## src/rtl/hazard_pkg.sv

```systemverilog
// Shared types and helpers for the pipeline hazard controller.
//   fwd_sel_t   : operand forwarding mux select (none / from W / from M)
//   mdu_state_t : MDU handshake FSM states
//   reg_match   : register-index compare honouring a hardwired-zero x0
package hazard_pkg;

  // Widest register index the match helper accepts (NREG up to 256).
  localparam int unsigned REG_IDX_W = 8;

  typedef enum logic [1:0] {
    FWD_NONE = 2'b00,
    FWD_W    = 2'b01,
    FWD_M    = 2'b10
  } fwd_sel_t;

  typedef enum logic {
    IDLE = 1'b0,
    BUSY = 1'b1
  } mdu_state_t;

  // True when the indices are equal, except that index 0 never matches
  // when register 0 is hardwired.
  function automatic logic reg_match(input logic [REG_IDX_W-1:0] a,
                                     input logic [REG_IDX_W-1:0] b,
                                     input logic                 zero_hw);
    return (a == b) && !(zero_hw && (a == '0));
  endfunction

endpackage

```

## src/rtl/sat_counter.sv

```systemverilog
// Saturating up-counter with synchronous clear.
//   clk, rst_n : clock, asynchronous active-low reset
//   inc_i      : count up by one (holds at all-ones)
//   clr_i      : synchronous clear, wins over inc_i
//   cnt_o      : current count
module sat_counter #(
  parameter int unsigned W = 8
) (
  input  logic         clk,
  input  logic         rst_n,
  input  logic         inc_i,
  input  logic         clr_i,
  output logic [W-1:0] cnt_o
);

  logic [W-1:0] cnt_q, cnt_d;

  // Next count: clear first, otherwise increment until all-ones.
  always_comb begin
    cnt_d = cnt_q;
    if (clr_i) begin
      cnt_d = '0;
    end else if (inc_i && (cnt_q != '1)) begin
      cnt_d = cnt_q + W'(1);
    end
  end

  always_ff @(posedge clk or negedge rst_n) begin
    if (!rst_n) begin
      cnt_q <= '0;
    end else begin
      cnt_q <= cnt_d;
    end
  end

  assign cnt_o = cnt_q;

endmodule

```

## src/rtl/hazard_ctrl.sv

```systemverilog
// Hazard controller for the 5-stage RV32 pipeline: operand forwarding,
// load-use stalls, branch flushes, data-memory freeze and a blocking MDU
// handshake with timeout, plus a saturating stall-cycle counter.
//   Inputs : stage register indices, RegWrite/load/branch flags, MDU op/done,
//            data-memory request/ready, stall counter clear
//   Outputs: ForwardAE/BE, per-stage Stall*/Flush*, MduGoE (start pulse),
//            MduTimeout (sticky), StallCycles
// Forward/stall/flush/MduGoE are combinational from inputs and FSM state.
module hazard_ctrl
  import hazard_pkg::*;
#(
  parameter int unsigned NREG           = 32,
  parameter bit          ZERO_HARDWIRED = 1'b1,
  parameter int unsigned MDU_TIMEOUT    = 64,
  parameter int unsigned CW             = 32,
  localparam int unsigned AW            = $clog2(NREG)
) (
  input  logic          clk,
  input  logic          reset_n,
  input  logic [AW-1:0] Rs1D,
  input  logic [AW-1:0] Rs2D,
  input  logic [AW-1:0] Rs1E,
  input  logic [AW-1:0] Rs2E,
  input  logic [AW-1:0] RdE,
  input  logic [AW-1:0] RdM,
  input  logic [AW-1:0] RdW,
  input  logic          RegWriteM,
  input  logic          RegWriteW,
  input  logic          ResultSrcEb0,
  input  logic          PCSrcE,
  input  logic          MduOpE,
  input  logic          MduDoneE,
  input  logic          MemReqM,
  input  logic          MemReadyM,
  input  logic          CntClr,
  output logic [1:0]    ForwardAE,
  output logic [1:0]    ForwardBE,
  output logic          StallF,
  output logic          StallD,
  output logic          StallE,
  output logic          StallM,
  output logic          FlushD,
  output logic          FlushE,
  output logic          FlushM,
  output logic          FlushW,
  output logic          MduGoE,
  output logic          MduTimeout,
  output logic [CW-1:0] StallCycles
);

  localparam int unsigned BW = $clog2(MDU_TIMEOUT + 1);

  mdu_state_t    state_q, state_d;
  logic          hold_q, hold_d;       // MDU result ready, E still frozen by memory
  logic          timeout_q, timeout_d;
  logic [BW-1:0] busy_cnt;
  logic          memstall, busy, to_hit, mdu_end, launch, load_use;
  fwd_sel_t      fwd_a, fwd_b;

  function automatic logic rmatch(input logic [AW-1:0] a, input logic [AW-1:0] b);
    return reg_match(REG_IDX_W'(a), REG_IDX_W'(b), ZERO_HARDWIRED);
  endfunction

  assign memstall = MemReqM & ~MemReadyM;
  assign busy     = (state_q == BUSY);
  // Last allowed busy cycle: the counter reaches MDU_TIMEOUT on this edge.
  assign to_hit   = busy & (busy_cnt == BW'(MDU_TIMEOUT - 1));
  assign mdu_end  = busy & (MduDoneE | to_hit);
  // hold_q blocks a relaunch of an op whose result already came back.
  assign launch   = ~busy & MduOpE & ~memstall & ~hold_q;
  assign load_use = ResultSrcEb0 & (rmatch(RdE, Rs1D) | rmatch(RdE, Rs2D));

  // Operand forwarding, M stage has priority over W.
  always_comb begin
    fwd_a = FWD_NONE;
    fwd_b = FWD_NONE;
    if (RegWriteM && rmatch(RdM, Rs1E))      fwd_a = FWD_M;
    else if (RegWriteW && rmatch(RdW, Rs1E)) fwd_a = FWD_W;
    if (RegWriteM && rmatch(RdM, Rs2E))      fwd_b = FWD_M;
    else if (RegWriteW && rmatch(RdW, Rs2E)) fwd_b = FWD_W;
  end

  assign ForwardAE = fwd_a;
  assign ForwardBE = fwd_b;

  // MDU FSM next state plus stall/flush priority:
  // memory freeze > MDU wait > branch > load-use.
  always_comb begin
    state_d   = state_q;
    hold_d    = hold_q;
    timeout_d = timeout_q;
    MduGoE    = 1'b0;
    StallF    = 1'b0;
    StallD    = 1'b0;
    StallE    = 1'b0;
    StallM    = 1'b0;
    FlushD    = 1'b0;
    FlushE    = 1'b0;
    FlushM    = 1'b0;
    FlushW    = 1'b0;

    if (mdu_end) begin
      state_d = IDLE;
      hold_d  = memstall;
      if (!MduDoneE) timeout_d = 1'b1;
    end else if (launch) begin
      state_d = BUSY;
      MduGoE  = 1'b1;
    end else if (!memstall) begin
      hold_d = 1'b0;
    end

    if (memstall) begin
      StallF = 1'b1;
      StallD = 1'b1;
      StallE = 1'b1;
      StallM = 1'b1;
      FlushW = 1'b1;
    end else if (launch || (busy && !mdu_end)) begin
      // The op sits in E from its start pulse until its done cycle.
      StallF = 1'b1;
      StallD = 1'b1;
      StallE = 1'b1;
      FlushM = 1'b1;
    end else if (busy) begin
      // Done/timeout cycle: E released, D-stage hazards still ignored.
    end else if (PCSrcE) begin
      FlushD = 1'b1;
      FlushE = 1'b1;
    end else if (load_use) begin
      StallF = 1'b1;
      StallD = 1'b1;
      FlushE = 1'b1;
    end
  end

  always_ff @(posedge clk or negedge reset_n) begin
    if (!reset_n) begin
      state_q   <= IDLE;
      hold_q    <= 1'b0;
      timeout_q <= 1'b0;
    end else begin
      state_q   <= state_d;
      hold_q    <= hold_d;
      timeout_q <= timeout_d;
    end
  end

  assign MduTimeout = timeout_q;

  sat_counter #(.W(CW)) u_stall_cnt (
    .clk   (clk),
    .rst_n (reset_n),
    .inc_i (StallF),
    .clr_i (CntClr),
    .cnt_o (StallCycles)
  );

  sat_counter #(.W(BW)) u_busy_cnt (
    .clk   (clk),
    .rst_n (reset_n),
    .inc_i (busy),
    .clr_i (~busy),
    .cnt_o (busy_cnt)
  );

endmodule
```

## config.mk

```make
export PLATFORM = sky130hd
export DESIGN_NAME = hazard_ctrl
export DESIGN_NICKNAME = d
export VERILOG_FILES = /design/src/rtl/hazard_pkg.sv /design/src/rtl/sat_counter.sv /design/src/rtl/hazard_ctrl.sv
export SDC_FILE = /design/constraint.sdc
export NUM_CORES = 1
export LEC_CHECK = 0
export BUFFER_PORTS_ARGS = -buffer_cell sky130_fd_sc_hd__clkbuf_2
export CORE_MARGIN = 2
export CORE_UTILIZATION = 45
export DETAILED_ROUTE_END_ITERATION = 12
export PLACE_DENSITY_LB_ADDON = 0.12
export SLEW_MARGIN = 10
export SYNTH_ARGS = -nofsm -noshare
export SYNTH_HDL_FRONTEND = slang
export SYNTH_SLANG_ARGS = --single-unit
```

## constraint.sdc

```tcl
create_clock -name clk -period 4.45 [get_ports clk]
set_input_delay 0.2225 -clock clk [delete_from_list [all_inputs] [get_ports clk]]
set_output_delay 0.2225 -clock clk [all_outputs]
set_load 0.05 [all_outputs]
```

[Word-level counts from Yosys, hierarchy flattened]
Cells that the tools add are included.
Widths: inputs -> output; s select.
Cells by class
  eq/ne operators: 12
  reductions and logical operators: 25
  mux-type cells: 32
  bitwise gates (word level): 14
  add/subtract/negate cells: 2
Operators by type and width (number)
  $mux 32: 2
  $add 32x1->32 const B: 1
  $ne 32x32->1 const B: 1
  $eq 5x5->1: 6
  $mux 1: 26
  $logic_not 5->1: 3
  $mux 7: 2
  $logic_and 1x1->1: 13
  $add 7x1->7 const B: 1
  $and 1x1->1: 7
  $eq 7x6->1 const B: 1
  $ne 7x7->1 const B: 1
  $not 1->1: 5
  $logic_not 1->1: 4
  $mux 2: 2
  $ne 2x1->1 const B: 2
  $reduce_and 2->1: 2
  $reduce_bool 2->1: 2
  $ne 2x2->1 const B: 1
  $or 1x1->1: 2
  $logic_or 1x1->1: 1
Storage, ports and cells
  output and inout port bits: 46
  register bits: 42
  logic and storage cells: 90

[Logic depth before layout (Yosys ltp)]
Gate-level depths: netlist of run 1.
  word-level depth: 13
  depth in mapped cells: 9
  mapped depth without buffers: 7

[By module]
Synthesis of run 1 repeated with hierarchy kept, for this count alone.
Unflattened totals
  cell total of the unflattened synthesis: 315
  area, all modules: 2895.3 sq um
By module, submodules not included
  sat_counter at u_stall_cnt: instances 1, area each 1854.3 sq um, cells each 198
  hazard_ctrl: instances 1, area each 613.1 sq um, cells each 76
  sat_counter at u_busy_cnt: instances 1, area each 427.9 sq um, cells each 41

[Worst setup path before layout of run 1]
OpenSTA, ideal clock, no wires.
  path type: input-to-output
  from: in RdM[1]
  to: out ForwardAE[0]
  path buffers: 0
  stages: 4
  setup slack: 1428 ps
  data required time: 4228 ps
  arrival time: 2800 ps
  cells stage by stage: or4_1 o21ai_0 nor4_1 nor4_1
On the way
  cells in the longest elaborated chain, start to end: 5
  elaborated cells on any way between the ends: 6
  those cells by class: eq/ne (1); mux (1); reduce/logical (4)
RTL lines
  from (decl): RTL line hazard_ctrl.sv:25  | input logic [AW-1:0] RdM,
  $logic_not 5->1: RTL line hazard_pkg.sv:26  | return (a == b) && !(zero_hw && (a == '0));
  $logic_not 1->1: RTL line hazard_pkg.sv:26
  $logic_and 1x1->1 (*): RTL line hazard_pkg.sv:26
  $logic_and 1x1->1 (*): RTL line hazard_ctrl.sv:77  | if (RegWriteM && rmatch(RdM, Rs1E)) fwd_a = FWD_M;
  $mux 2 (*): RTL line hazard_ctrl.sv:77
  to (decl): RTL line hazard_ctrl.sv:36  | output logic [1:0] ForwardAE,
Every way passes the cells marked *; elsewhere a longest branch is shown, timed or not.

[Worst setup path in the final report of run 1]
  from: reg u_busy_cnt.cnt_q[0], in the netlist u_busy_cnt.cnt_o[0]
  to: out StallD
On the way
  cells in the longest elaborated chain, start to end: 9
RTL lines
  from (decl): RTL line sat_counter.sv:16  | logic [W-1:0] cnt_q, cnt_d;
  from (signal assigned): RTL line sat_counter.sv:32  | cnt_q <= cnt_d;
  $eq 7x6->1: RTL line hazard_ctrl.sv:67  | assign to_hit = busy & (busy_cnt == BW'(MDU_TIMEOUT - 1));
  $and 1x1->1: RTL line hazard_ctrl.sv:67
  $or 1x1->1: RTL line hazard_ctrl.sv:68  | assign mdu_end = busy & (MduDoneE | to_hit);
  $and 1x1->1: RTL line hazard_ctrl.sv:68
  $logic_not 1->1: RTL line hazard_ctrl.sv:119  | end else if (launch || (busy && !mdu_end)) begin
  $logic_and 1x1->1: RTL line hazard_ctrl.sv:119
  $logic_or 1x1->1: RTL line hazard_ctrl.sv:119
  $mux 1: RTL line hazard_ctrl.sv:119
  $mux 1: RTL line hazard_ctrl.sv:113  | if (memstall) begin
  to (decl): RTL line hazard_ctrl.sv:39  | output logic StallD,
No other way between the ends.

==> results.py, run 1 <==
metrics = {
    "logic_synthesis": {
        "syn_area_per_cell_um2": 9.06,
        "yosys.area_share.simple_pct": 28.9,
        "async_flop_share_pct": 100,
        "synth-seq-area-share_pct": 38.2,
        "synthXorXnorAreaFrac_pct": 10.5,
        "netlist_area_mm2": 0.00275,
        "synth_edf_count": 0,
        "synth_fa_ha_area_share_pct": 0.909,
        "synth_warnings": 0,
        "syn_inst": 304,
        "synth_top_family_by_area": "simple AND/OR/NAND/NOR gates",
        "synth_cell_type_count": 42,
        "synth_compound_area_share_pct": 15.4,
        "yosys-top-cells-area": "dfrtp_1, xor2_1, a21oi_1",
        "synth-seq-cells": 42,
        "yosys.area.top_type": "dfrtp_1",
        "synth_ff_type": "dfrtp_1",
        "synth_mux_area_share_pct": 2.86,
        "synth_top_area_share_pct": 38.2,
        "syn_nets": 352,
    },
    "timing": {
        "period_needed_ps": 2970,
        "setup_viol": 0,
        "setup_tns_ps": 0,
        "tightest_slew_ps": 1060,
        "skew_ps": 7.00,
        "rsz0062_at_grt": "no",
        "fmax_mhz": 337,
        "finalMaxSlewViolations": 0,
        "hold_violations": 0,
        "max-slew-margin-rel_pct": 29.4,
        "fin_crit_sh_pct": 66.8,
    },
    "finish": {
        "final_common_cell": "clkbuf_2",
        "area_growth_pct": 20.2,
        "diodes": 0,
        "final_cell_mix": "clkbuf_2, dfrtp_1, xor2_1",
        "fin_util_pct": 55.9,
        "nets": 434,
        "drive_gt1_share_pct": 29.2,
        "fin_cells": 462,
    },
    "floorplanning": {
        "die-area_mm2": 0.00676,
        "rows": 28,
        "start_util_pct": 46.5,
        "fp.dieH_um": 82.2,
        "io_pins": 92,
        "fp.coreArea_mm2": 0.00592,
        "die_x_um": 82.2,
    },
    "clock_tree": {
        "clk_path_buf_depth": 2,
        "cts_buffers": 5,
        "cts_tree": "built",
        "root_buffer": "clkbuf_8",
        "cts.sink_count": 42,
        "clk_latency_ps": 290,
        "clkSlewWorstSetupHoldPaths_ps": 80,
        "post_cts_buffers": 0,
        "htreeDepth": 2,
        "cts_resized": 0,
        "hold_buffers": 0,
    },
    "power_and_ir_drop": {
        "power.total_mw": 0.836,
        "power.density_mw_per_mm2": 253,
        "leakagePower_nw": 1.49,
        "ir_drop_uv": 113,
    },
    "run_status": {
        "status": "finished clean",
    },
    "routing": {
        "dr.pass1.iters": 4,
        "wl_per_cell_um": 14.2,
        "vias_per_cell": 5.71,
        "first_iter_violations": 119,
        "routed-via-count": 2636,
        "drc": 0,
        "ant_nets": 0,
        "finalWirelength_mm": 6.54,
    },
    "setup_path": {
        "critPathLaunchType": "register",
        "cp.arrival_ps": 2750,
        "critPathCaptureType": "output pin",
        "crit_fanout": 58,
        "critical_path_required_ps": 4230,
        "path_class": "reg2out",
    },
    "global_routing": {
        "use_met3_pct": 4.02,
        "grt_antenna_before_repair": 0,
        "grt_usage_pct": 19.5,
        "overflow": 0,
        "grt-busiest-layer": "met2",
        "grt_pass1_wl_mm": 10.3,
        "use_met2_pct": 30.9,
        "grt_max_degree": 59,
        "grt.met1_usage_pct": 26.6,
        "grt_pass1_vias": 2318,
    },
    "place": {
        "hpwlAfterDp_mm": 4.71,
        "gp_congestion": 0.735,
        "placed_cells": 454,
        "io_buffers": 91,
    },
    "min_path": {
        "worstHoldPathType": "in2async",
    },
    "run": {
        "drv_cap": 0,
    },
}
==> synthesized netlist by cell type (3+ instances only) <==
cell type	instances
nand4_1	10
nor4_1	10
or4_1	15
nor3b_1	3
clkbuf_1	10
o21a_1	4
and2_1	4
and4_1	6
nor2_1	16
nand2_1	12
and3_1	6
nand3_1	16
or3_1	12
o31ai_1	11
a21oi_1	24
mux2_2	7
o21ai_0	18
or3b_2	3
xnor2_1	6
dfrtp_1	42
nor3_1	5
xor2_1	27
nor2b_1	9
==> stage by stage <==
stage | area (µm²) | setup slack, ps | hold slack (ps)
floorplan | 2750 | 1430 | -73.1
global placement | 3220 | 1840 | 441
detailed placement | 3220 | 1770 | 451
CTS | 3310 | 1460 | 149
global route | 3310 | 1160 | 193
finish | 3310 | 1480 | 110
==> path summary, 6_finish.rpt <==
| kind | from | end | slack, ps | cells past startpoint |
|---|---|---|---|---|
| min | reset_n | u_stall_cnt.cnt_o[26]$_DFFE_PN0P_ | 110 | 1 |
| min in group clk | MemReadyM | hold_q$_DFFE_PN0P_ | 240 | 3 |
| max | u_busy_cnt.cnt_o[0]$_DFFE_PN0P_ | StallD | 1480 | 7 |
| max reg2reg | u_stall_cnt.cnt_o[13]$_DFFE_PN0P_ | u_stall_cnt.cnt_o[7]$_DFFE_PN0P_ | 1730 | 6 |
| min reg2reg | MduTimeout$_DFFE_PN0P_ | MduTimeout$_DFFE_PN0P_ | 470 | 1 |
| max in group asynchronous | reset_n | busy$_DFFE_PN0P_ | 3690 | 1 |
==> layout make-up <==
type                       count  area, µm²
fill                         566       2610
multi-input combinational    244       1610
sequential                    42       1050
timing repair buffer          91        455
tap                           75       93.8
clock buffer                   7       86.3
inverter                       2       7.51
clock inverter                 1       5.00
==> layer usage <==
| metal | vias to the layer above | share of wire, % | routed length, µm |
|---|---|---|---|
| met5 | - | 0 | 0 |
| met4 | 0 | 1.3 | 83 |
| met3 | 8 | 3.9 | 255 |
| met2 | 49 | 48 | 3130 |
| met1 | 1270 | 47 | 3080 |
| li1 | 1309 | - | - |
==> registers in the layout (all words and copies together) (netlist names) <==
name	cells
MduTimeout	1
busy	1
hold_q	1
u_busy_cnt.cnt_o	7
u_stall_cnt.cnt_o	32
==> critical path, cell delays in order, from the launching register on <==
cell	delay (ps)
dfrtp_1	380
ha_1	210
nand2_1	100
o31ai_1	380
and3b_1	240
o41a_2	730
inv_1	130
clkbuf_2	270
==> cell families after synthesis <==
logic type | after synthesis
AOI/OAI and AO/OA | 69
xor gates and xnor gates | 33
adders and majority gates | 2
buffers and inverters | 18
DFF | 42
muxes | 7
and+or+nand+nor | 133
==> report_power, final <==
part,leakage [nW],switching [mW],internal [mW]
Sequential,0.582,0.0109,0.390
Clock,0.0482,0.129,0.125
Combinational,0.857,0.125,0.0569
No activity file was read; power rests on OpenSTA's default activity.
==> inputs of run 2 (changes only) <==
--- a/config.mk
+++ b/config.mk
@@ -5,6 +5,7 @@
 export SDC_FILE = /design/constraint.sdc
 export NUM_CORES = 1
 export LEC_CHECK = 0
+export ABC_AREA = 1
 export BUFFER_PORTS_ARGS = -buffer_cell sky130_fd_sc_hd__clkbuf_2
 export CORE_MARGIN = 2
 export CORE_UTILIZATION = 45
==> constraint.sdc (replaced) <==
create_clock -name clk -period 2.55 [get_ports clk]
set_input_delay 0.1275 -clock clk [delete_from_list [all_inputs] [get_ports clk]]
set_output_delay 0.1275 -clock clk [all_outputs]
set_load 0.05 [all_outputs]
==> run 2 against run 1 <==
  * Design area up 22%
  * Power up 82%
  * Sequential share of layout area down 5.8 points
  * Critical endpoint unchanged
  * Highest routed layer unchanged
==> results.py, run 2 <==
metrics = {
    "clock_tree": {
        "cts_buffers": 5,
        "htreeDepth": 2,
        "hold_buffers": 0,
        "post_cts_buffers": 0,
        "cts_resized": 0,
        "cts_tree": "built",
        "cts.sink_count": 42,
        "clkSlewWorstSetupHoldPaths_ps": 90,
        "clk_path_buf_depth": 2,
        "root_buffer": "clkbuf_8",
        "clk_latency_ps": 300,
    },
    "global_routing": {
        "grt_max_degree": 65,
        "grt_antenna_before_repair": 0,
        "overflow": 0,
        "grt_usage_pct": 22.4,
        "grt_pass1_wl_mm": 15.6,
        "grt_pass1_vias": 3391,
    },
    "logic_synthesis": {
        "synth_cell_type_count": 33,
        "async_flop_share_pct": 100,
        "synth_edf_count": 0,
        "synth_most_common_cell": "nand2_1",
        "syn_area_per_cell_um2": 6.34,
        "syn_nets": 593,
        "synth_commonest_cells": "nand2_1, inv_1, nor2_1",
        "syn_inst": 545,
        "synth_top_area_share_pct": 30.4,
        "synth_warnings": 0,
        "netlist_area_mm2": 0.00345,
        "synth-seq-cells": 42,
        "synth-seq-area-share_pct": 30.4,
        "yosys-top-cells-area": "dfrtp_1, nand2_1, inv_1",
        "yosys.area.top_type": "dfrtp_1",
        "synth_ff_type": "dfrtp_1",
    },
    "setup_path": {
        "critical-path-top-delay-family": "simple AND/OR/NAND/NOR gates",
        "path_class": "reg2out",
        "critical_path_required_ps": 2420,
        "critPathSlowestCell": "dfrtp_1",
        "cp_num_buf_inv": 2,
        "crit_fanout": 20,
        "critPathLaunchType": "register",
        "critPathCaptureType": "output pin",
        "worstRegToRegCells": 11,
        "r2r-start": "u_busy_cnt.cnt_o[0]$_DFFE_PN0P_",
        "worstReg2RegEnd": "u_stall_cnt.cnt_o[17]$_DFFE_PN0P_",
        "r2r_slack_ps": 300,
        "cp_cell_sequence": "ha_1, inv_1, nor2_2, nand4_2, nand3_2, nand2_2, nor2_2, nand2_2, clkbuf_2",
        "cp.arrival_ps": 2200,
        "slowest_delay_ps": 400,
    },
    "place": {
        "hpwlAfterDp_mm": 7.05,
        "io_buffers": 91,
        "gp_congestion": 0.934,
    },
    "finish": {
        "n_fill_cell": 747,
        "seq_area_mm2": 0.00105,
        "diodes": 0,
        "nets": 677,
        "final_cell_mix": "nand2_1, clkbuf_2, inv_1",
        "drive_gt1_share_pct": 19.2,
        "fin_util_pct": 55.3,
        "final_common_cell": "nand2_1",
        "area_growth_pct": 17.3,
        "largest_reg_flops": 32,
        "multiInputGateArea_mm2": 0.00200,
    },
    "timing": {
        "setup_viol": 0,
        "period_needed_ps": 2320,
        "rsz0062_at_grt": "no",
        "fmax_mhz": 430,
        "tightest_slew_ps": 1070,
        "hold-worst-slack_ps": 13.3,
        "skew_ps": 4.95,
        "fin_crit_sh_pct": 91.2,
        "finalMaxSlewViolations": 0,
        "hold_violations": 0,
        "setup_tns_ps": 0,
        "max-slew-margin-rel_pct": 28.6,
    },
    "power_and_ir_drop": {
        "netSwitchingPower_mw": 0.546,
        "netSwitchingFraction_pct": 35.9,
        "p_seq_share_pct": 46.1,
        "power_frac_clock_pct": 29.6,
        "leakagePower_nw": 2.26,
        "ir_drop_uv": 231,
        "power.density_mw_per_mm2": 376,
        "pwr-share-comb_pct": 24.3,
        "p_int_mw": 0.976,
        "power.total_mw": 1.52,
    },
    "floorplanning": {
        "rows": 31,
        "die-area_mm2": 0.00839,
        "die_x_um": 91.6,
        "io_pins": 92,
        "fp.coreArea_mm2": 0.00733,
        "fp.dieH_um": 91.6,
        "start_util_pct": 47.1,
    },
    "routing": {
        "wl_per_cell_um": 12.5,
        "ant_nets": 0,
        "dr.pass1.iters": 5,
        "first_iter_violations": 191,
        "finalWirelength_mm": 9.13,
        "routed-via-count": 3694,
        "vias_per_cell": 5.07,
        "drc": 0,
    },
    "min_path": {
        "worstHoldPathType": "in2async",
    },
    "run_status": {
        "status": "finished clean",
    },
    "run": {
        "drv_cap": 0,
    },
}
[run 2: cell count changes after synthesis, sizes merged, moves of 12 or more]
cell and delta:
nand2 +160, inv +79, nor2 +60, nand3 +40
nand4 +27, a21oi -17, or4 -15, xor2 -14
o21ai -12, or3 -12
[run 2: power groups by stage]
stage | Sequential (mW) | Combinational, mW | Clock, mW
after global placement | 0.714 | 0.364 | 0
final | 0.702 | 0.370 | 0.451
after floorplan | 0.732 | 0.247 | 0
after global routing | 0.705 | 0.406 | 0.487
after detailed placement | 0.715 | 0.371 | 0
after CTS | 0.702 | 0.372 | 0.461
[run 2: how the worst max path moves through the flow]
stage	start	end	slack, ps	cells after the start
2_1_floorplan	u_stall_cnt.cnt_o[0]$_DFFE_PN0P_	u_stall_cnt.cnt_o[22]$_DFFE_PN0P_	510	9
3_3_place_gp	u_busy_cnt.cnt_o[0]$_DFFE_PN0P_	u_stall_cnt.cnt_o[0]$_DFFE_PN0P_	400	11
3_5_place_dp	u_busy_cnt.cnt_o[0]$_DFFE_PN0P_	u_stall_cnt.cnt_o[31]$_DFFE_PN0P_	310	11
4_1_cts	u_busy_cnt.cnt_o[0]$_DFFE_PN0P_	StallD	210	9
5_1_grt	u_busy_cnt.cnt_o[0]$_DFFE_PN0P_	u_stall_cnt.cnt_o[17]$_DFFE_PN0P_	20	11
6_report	u_busy_cnt.cnt_o[0]$_DFFE_PN0P_	StallD	230	9
[run 2: per-stage QoR]
stage                     setup slack, ps  instance area (µm²)  std cells
after global placement                395                 3960        721
after floorplan                       509                 3460        545
after global routing                 16.6                 4050        729
after CTS                             209                 4050        729
after detailed placement              308                 3960        721
final                                 225                 4050        729
[run 2: per-layer routing]
metal / share of wire [%] / vias to the layer above / global-route usage [%]
met5: 0 / - / 0
met4: 1.4 / 0 / 5.56
met3: 5.2 / 13 / 2.96
met2: 46 / 96 / 37.7
met1: 48 / 1698 / 30.5
li1: - / 1887 / -
[run 2: kinds of logic (layout without fill, tap and decap cells)]
logic type | after synthesis | count (layout) | synth area share [%]
xor gates and xnor gates | 30 | 30 | 7.61
AOI/OAI and AO/OA | 20 | 20 | 3.51
and+or+nand+nor | 353 | 353 | 46.0
DFF | 42 | 42 | 30.4
adders and majority gates | 2 | 2 | 0.724
buffers and inverters | 98 | 183 | 11.7
[run 2: area by class of cell]
| cell class | instances | share of cell area (%) |
|---|---|---|
| timing repair buffer | 94 | 11.8 |
| multi-input combinational | 405 | 49.5 |
| inverter | 81 | 7.50 |
| clock buffer | 5 | 1.70 |
| sequential | 42 | 25.9 |
| tap | 99 | 3.06 |
| clock inverter | 3 | 0.525 |
